--- src/rtl/regwrite_hazard_ctrl_if.sv ---
// Decode <-> hazard controller bundle: issuing instruction fields in, stall/forward selects
// and the register file write port out.
interface regwrite_hazard_ctrl_if;
    logic       issue;
    logic       RegWrt;
    logic [4:0] Rd;
    logic [4:0] Rn;
    logic [4:0] Rm;
    logic       useRn;
    logic       useRm;
    logic       flush;
    logic       stall;
    logic [2:0] fwdA;
    logic [2:0] fwdB;
    logic       RegWrtO;
    logic [4:0] RdO;

    modport master (
        output issue, RegWrt, Rd, Rn, Rm, useRn, useRm, flush,
        input  stall, fwdA, fwdB, RegWrtO, RdO
    );

    modport slave (
        input  issue, RegWrt, Rd, Rn, Rm, useRn, useRm, flush,
        output stall, fwdA, fwdB, RegWrtO, RdO
    );
endinterface

--- src/rtl/regwrite_hazard_ctrl.sv ---
// In-flight register-write tracker: stall / forward selection and regfile write port.
// Define HAZARD_STATS_EN to add saturating stallCount/fwdCount outputs.
module regwrite_hazard_ctrl #(
    parameter int unsigned DEPTH       = 4,
    parameter int unsigned AVAIL_STAGE = 2,
    parameter int unsigned FLUSH_DEPTH = 1,
    parameter int unsigned ZERO_REG    = 31
) (
    input  logic                  clk,
    input  logic                  reset,
    regwrite_hazard_ctrl_if.slave bus
`ifdef HAZARD_STATS_EN
    ,
    output logic [15:0]           stallCount,
    output logic [15:0]           fwdCount
`endif
);

    logic [DEPTH:1] valid;
    logic [DEPTH:1] wr;
    logic [4:0]     rd [1:DEPTH];

    logic [DEPTH:1] hitA, hitB;
    logic           stA, stB;
    logic [2:0]     fsA, fsB;
    logic           live;
    logic           stall_o;
    logic           accept;

    always_comb begin
        hitA = '0;
        hitB = '0;
        for (int unsigned k = 1; k <= DEPTH; k++) begin
            hitA[k] = valid[k] & wr[k] & (rd[k] == bus.Rn) & (bus.Rn != 5'(ZERO_REG)) & bus.useRn;
            hitB[k] = valid[k] & wr[k] & (rd[k] == bus.Rm) & (bus.Rm != 5'(ZERO_REG)) & bus.useRm;
        end
    end

    // Walk oldest to youngest so the youngest match overrides; stage DEPTH never forwards.
    always_comb begin
        stA = 1'b0;
        stB = 1'b0;
        fsA = '0;
        fsB = '0;
        for (int unsigned k = DEPTH - 1; k >= 1; k--) begin
            if (hitA[k]) begin
                stA = (k < AVAIL_STAGE);
                fsA = (k < AVAIL_STAGE) ? 3'd0 : 3'(k);
            end
            if (hitB[k]) begin
                stB = (k < AVAIL_STAGE);
                fsB = (k < AVAIL_STAGE) ? 3'd0 : 3'(k);
            end
        end
    end

    assign live        = bus.issue & ~bus.flush;
    assign stall_o     = live & (stA | stB);
    assign accept      = live & ~(stA | stB);
    assign bus.stall   = stall_o;
    assign bus.fwdA    = accept ? fsA : 3'd0;
    assign bus.fwdB    = accept ? fsB : 3'd0;
    assign bus.RegWrtO = valid[DEPTH] & wr[DEPTH];
    assign bus.RdO     = rd[DEPTH];

    always_ff @(posedge clk) begin
        if (reset) begin
            valid <= '0;
            wr    <= '0;
            for (int unsigned k = 1; k <= DEPTH; k++) begin
                rd[k] <= '0;
            end
        end else begin
            // A flush squashes stages 1..FLUSH_DEPTH as they move down one slot.
            for (int unsigned k = 2; k <= DEPTH; k++) begin
                if (bus.flush && (k - 1) <= FLUSH_DEPTH) begin
                    valid[k] <= 1'b0;
                    wr[k]    <= 1'b0;
                    rd[k]    <= '0;
                end else begin
                    valid[k] <= valid[k-1];
                    wr[k]    <= wr[k-1];
                    rd[k]    <= rd[k-1];
                end
            end
            valid[1] <= accept;
            wr[1]    <= accept & bus.RegWrt;
            rd[1]    <= accept ? bus.Rd : 5'd0;
        end
    end

`ifdef HAZARD_STATS_EN
    always_ff @(posedge clk) begin
        if (reset) begin
            stallCount <= '0;
            fwdCount   <= '0;
        end else begin
            if (stall_o && stallCount != '1) begin
                stallCount <= stallCount + 16'd1;
            end
            if (accept && (fsA != 3'd0 || fsB != 3'd0) && fwdCount != '1) begin
                fwdCount <= fwdCount + 16'd1;
            end
        end
    end
`endif

endmodule

--- src/flat_wrapper.sv ---
// flat-port wrapper written by rule: the top's interface ports become plain ports
module regwrite_hazard_ctrl_flat 
#(
    parameter int unsigned DEPTH       = 4,
    parameter int unsigned AVAIL_STAGE = 2,
    parameter int unsigned FLUSH_DEPTH = 1,
    parameter int unsigned ZERO_REG    = 31
)
  (clk, reset, bus_issue, bus_RegWrt, bus_Rd, bus_Rn, bus_Rm, bus_useRn, bus_useRm, bus_flush, bus_stall, bus_fwdA, bus_fwdB, bus_RegWrtO, bus_RdO);
  regwrite_hazard_ctrl_if bus_i ();
  input  logic clk;
  input  logic reset;
  input wire logic [$bits(bus_i.issue)-1:0] bus_issue;
  input wire logic [$bits(bus_i.RegWrt)-1:0] bus_RegWrt;
  input wire logic [$bits(bus_i.Rd)-1:0] bus_Rd;
  input wire logic [$bits(bus_i.Rn)-1:0] bus_Rn;
  input wire logic [$bits(bus_i.Rm)-1:0] bus_Rm;
  input wire logic [$bits(bus_i.useRn)-1:0] bus_useRn;
  input wire logic [$bits(bus_i.useRm)-1:0] bus_useRm;
  input wire logic [$bits(bus_i.flush)-1:0] bus_flush;
  output wire logic [$bits(bus_i.stall)-1:0] bus_stall;
  output wire logic [$bits(bus_i.fwdA)-1:0] bus_fwdA;
  output wire logic [$bits(bus_i.fwdB)-1:0] bus_fwdB;
  output wire logic [$bits(bus_i.RegWrtO)-1:0] bus_RegWrtO;
  output wire logic [$bits(bus_i.RdO)-1:0] bus_RdO;
  assign bus_i.issue = bus_issue;
  assign bus_i.RegWrt = bus_RegWrt;
  assign bus_i.Rd = bus_Rd;
  assign bus_i.Rn = bus_Rn;
  assign bus_i.Rm = bus_Rm;
  assign bus_i.useRn = bus_useRn;
  assign bus_i.useRm = bus_useRm;
  assign bus_i.flush = bus_flush;
  assign bus_stall = bus_i.stall;
  assign bus_fwdA = bus_i.fwdA;
  assign bus_fwdB = bus_i.fwdB;
  assign bus_RegWrtO = bus_i.RegWrtO;
  assign bus_RdO = bus_i.RdO;
  regwrite_hazard_ctrl #(.DEPTH(DEPTH), .AVAIL_STAGE(AVAIL_STAGE), .FLUSH_DEPTH(FLUSH_DEPTH), .ZERO_REG(ZERO_REG)) u_core (.clk(clk), .reset(reset), .bus(bus_i));
endmodule
--- config.mk ---
export PLATFORM = sky130hd
export DESIGN_NAME = regwrite_hazard_ctrl_flat
export DESIGN_NICKNAME = d
export VERILOG_FILES = /design/src/rtl/regwrite_hazard_ctrl_if.sv /design/src/rtl/regwrite_hazard_ctrl.sv /design/src/flat_wrapper.sv
export SDC_FILE = /design/constraint.sdc
export NUM_CORES = 1
export LEC_CHECK = 0
export CAP_MARGIN = 40
export CELL_PAD_IN_SITES_DETAIL_PLACEMENT = 0
export CELL_PAD_IN_SITES_GLOBAL_PLACEMENT = 1
export CORE_MARGIN = 1.5
export CORE_UTILIZATION = 39
export DETAILED_ROUTE_END_ITERATION = 6
export MAX_ROUTING_LAYER = met4
export PLACE_DENSITY = 0.89
export SLEW_MARGIN = 40
export SYNTH_ARGS = -nofsm -noshare
export SYNTH_HDL_FRONTEND = slang
export SYNTH_SLANG_ARGS = --single-unit
--- constraint.sdc ---
create_clock -name clk -period 5.1 [get_ports clk]
set_clock_uncertainty 0.15 [all_clocks]
set_input_delay 1.02 -clock clk [delete_from_list [all_inputs] [get_ports clk]]
set_output_delay 1.02 -clock clk [all_outputs]
set_load 0.005 [all_outputs]
==> impl_metrics.json <==
{
  "status": "completed",
  "r2r_cells": 4,
  "cp_slowest_stage_delay_ns": 0.69,
  "dr.pass1.iters": 4,
  "grt_first_pass_wirelength_um": 4310,
  "synthArstFlopShare": 0,
  "slew_headroom": 0.492,
  "yosys.area.top_type": "dfxtp_1",
  "hold_depth": 1,
  "crit_arrival_ns": 3.30,
  "cts_buffer_depth": 2,
  "report.final.slew_viol_count": 0,
  "post_cts_buffers": 0,
  "dieHeight_um": 61.6,
  "cts_buffers": 3,
  "ir_drop_mv": 0.132,
  "cts_root_buf": "clkbuf_4",
  "yosysTopAreaCellShare": 0.344,
  "report.power.total_mw": 0.422,
  "cp.required_ns": 3.93,
  "grt_antenna_before_repair": 0,
  "critical_path_class": "primary input to output pin",
  "synth_common_cells": "dfxtp_1, xnor2_1, nor2b_1",
  "rsz0062_at_grt": "no",
  "drive_gt1_frac": 0.0364,
  "ys_seq_elements": 28,
  "fin_util": 0.520,
  "critPathLaunchType": "primary input",
  "drt_iter0_markers": 29,
  "nets": 188,
  "critPathCaptureType": "output pin",
  "syn_inst": 135,
  "path_cells": "clkdlybuf4s50_1 > xnor2_1 > nand4_1 > o41ai_4 > and2b_1 > clkdlybuf4s50_1",
  "htreeDepth": 1,
  "worst_r2r_endpoint": "u_core.rd[0][8]",
  "r2r-start": "u_core.rd[0][5]",
  "core-area_sq_um": 3310,
  "yosys.cell_count.top_type": "dfxtp_1",
  "cts_tree": "yes",
  "drc": 0,
  "fmax_mhz": 224,
  "worstMarginPinSlew_ns": 0.759,
  "crit_buf_inv": 2,
  "cp_common_cell": "clkdlybuf4s50_1",
  "synth_edf_count": 5,
  "numPortBuffers": 32,
  "yosysSeqAreaShare": 0.456,
  "clock_latency_ns": 0.34,
  "yosys_warnings": 0,
  "grt_max_degree": 23,
  "hold_buffers": 0,
  "grt_pass1_vias": 984,
  "critPathLaunch": "bus_Rm[0]",
  "period_needed_ns": 4.47,
  "synthFlopType": "dfxtp_1",
  "die_area_sq_um": 3800,
  "post-route-period-util": 0.877,
  "critical_path.max_fanout": 12,
  "area_growth_pct": 28.4,
  "stdcell_count": 211,
  "syn-cell-area_sq_um": 1340,
  "path_delay_family": "buffers and inverters",
  "postRouteAntennaNets": 0,
  "fillerInstances": 307,
  "ys_types": 27,
  "dp_hpwl_um": 2160,
  "maxCapViolations": 0,
  "cts.repair.resized": 0,
  "avgSynthCellArea_sq_um": 9.93,
  "hold_viol_final": 0,
  "num_antenna_cells": 0,
  "cp_slowest_cell": "o41ai_4",
  "vias": 981,
  "clkTransAtPathRegs_ns": 0.16,
  "hold_class": "register to register",
  "rrSetupSlack_ns": 3.26,
  "p_per_area_nw_per_um2": 245,
  "synthTopCellsByArea": "dfxtp_1, xnor2_1, edfxtp_1, xor2_1, nor2b_1",
  "rows": 21,
  "seq_area_sq_um": 611,
  "dpl.cell_count": 207,
  "min-delay-start": "u_core.wr[3]",
  "p_leak_nw": 0.645,
  "multiInputGateArea_sq_um": 666,
  "place.gp.congestion": 0.962,
  "io_pins": 35,
  "die_x_um": 61.6,
  "via_per_inst": 4.65,
  "wl_per_cell_um": 12.6,
  "setup-violations-final": 0,
  "clock_sinks": 28,
  "fin_hold_ws_ns": 0.321,
  "grt.overflow.total": 0,
  "routed_wl_um": 2660,
  "fin_tns_setup_ns": 0,
  "holdPathEnd": "u_core.wr[4]",
  "grt.total_usage": 0.163,
  "start_util": 0.405
}
-- flip-flops by register name, indices dropped and copies added (netlist names) --
| name | count |
|---|---|
| u_core.wr | 4 |
| u_core.valid | 4 |
| u_core.rd | 20 |
-- where the power goes --
group | internal [mW] | switching (mW)
logic | 0.0315 | 0.0242
registers | 0.232 | 0.00568
clock network | 0.0600 | 0.0688
total | 0.323 | 0.0987
-- metal layers --
metal / up-vias / share of wire / GRT usage
met4: 0 / 0.019 / 0.0608
li1: 498 / - / -
met2: 37 / 0.50 / 0.283
met5: - / 0 / -
met1: 442 / 0.42 / 0.191
met3: 4 / 0.066 / 0.0210
-- worst register-to-register path: cells and delay by family, from the launching register on --
family	cells	cell delay [ns]
AOI/OAI and AO/OA	1	0.69
DFF	1	0.43
and+or+nand+nor	2	0.28
xor gates and xnor gates	1	0.14
-- stage by stage --
step | setup slack [ns] | area [sq um]
global placement | 0.464 | 1660
CTS | 0.613 | 1720
detailed placement | 0.628 | 1670
global route | 0.496 | 1720
floorplan | 1.82 | 1360
finish | 0.626 | 1720
-- how the worst max path moves through the flow --
stage / endpoint / slack (ns) / depth (start not counted)
global route: bus_stall / 0.50 / 6
global placement: bus_stall / 0.46 / 6
finish: bus_stall / 0.63 / 6
floorplan: bus_stall / 1.82 / 6
CTS: bus_stall / 0.61 / 6
detailed placement: bus_stall / 0.63 / 6
-- layout make-up --
cell class	count	area share
Sequential cell	28	0.355
Timing Repair Buffer	32	0.186
Inverter	5	0.0109
Multi-Input combinational cell	96	0.387
Tap cell	46	0.0335
Clock buffer	4	0.0276
-- cell usage in the layout (no fill, tap or decap) --
cell             count
xor2_1              12
dfxtp_1             23
or4_1                1
nor2_1               1
nand2_1              5
a211oi_1             1
o21ai_0              1
and2b_1              1
inv_1                5
clkbuf_16            1
or3_1                1
nor2b_1             15
o41ai_4              1
nor4b_1              2
o21ai_1              1
clkdlybuf4s50_1     32
nor4_1               9
clkbuf_4             3
nand2b_1             1
nand3_1              2
edfxtp_1             5
conb_1               7
and2_1               8
xnor2_1             18
or2_2                1
nor3_1               2
nand4_1              6
-- cell families after synthesis --
logic type / count (synthesis) / share of synthesized area
DFF: 28 / 0.456
and+or+nand+nor: 55 / 0.247
AOI/OAI and AO/OA: 4 / 0.0252
other: 2 / 0.00560
xor gates and xnor gates: 30 / 0.196
buffers and inverters: 16 / 0.0700
(Power assumes the default switching activity.)
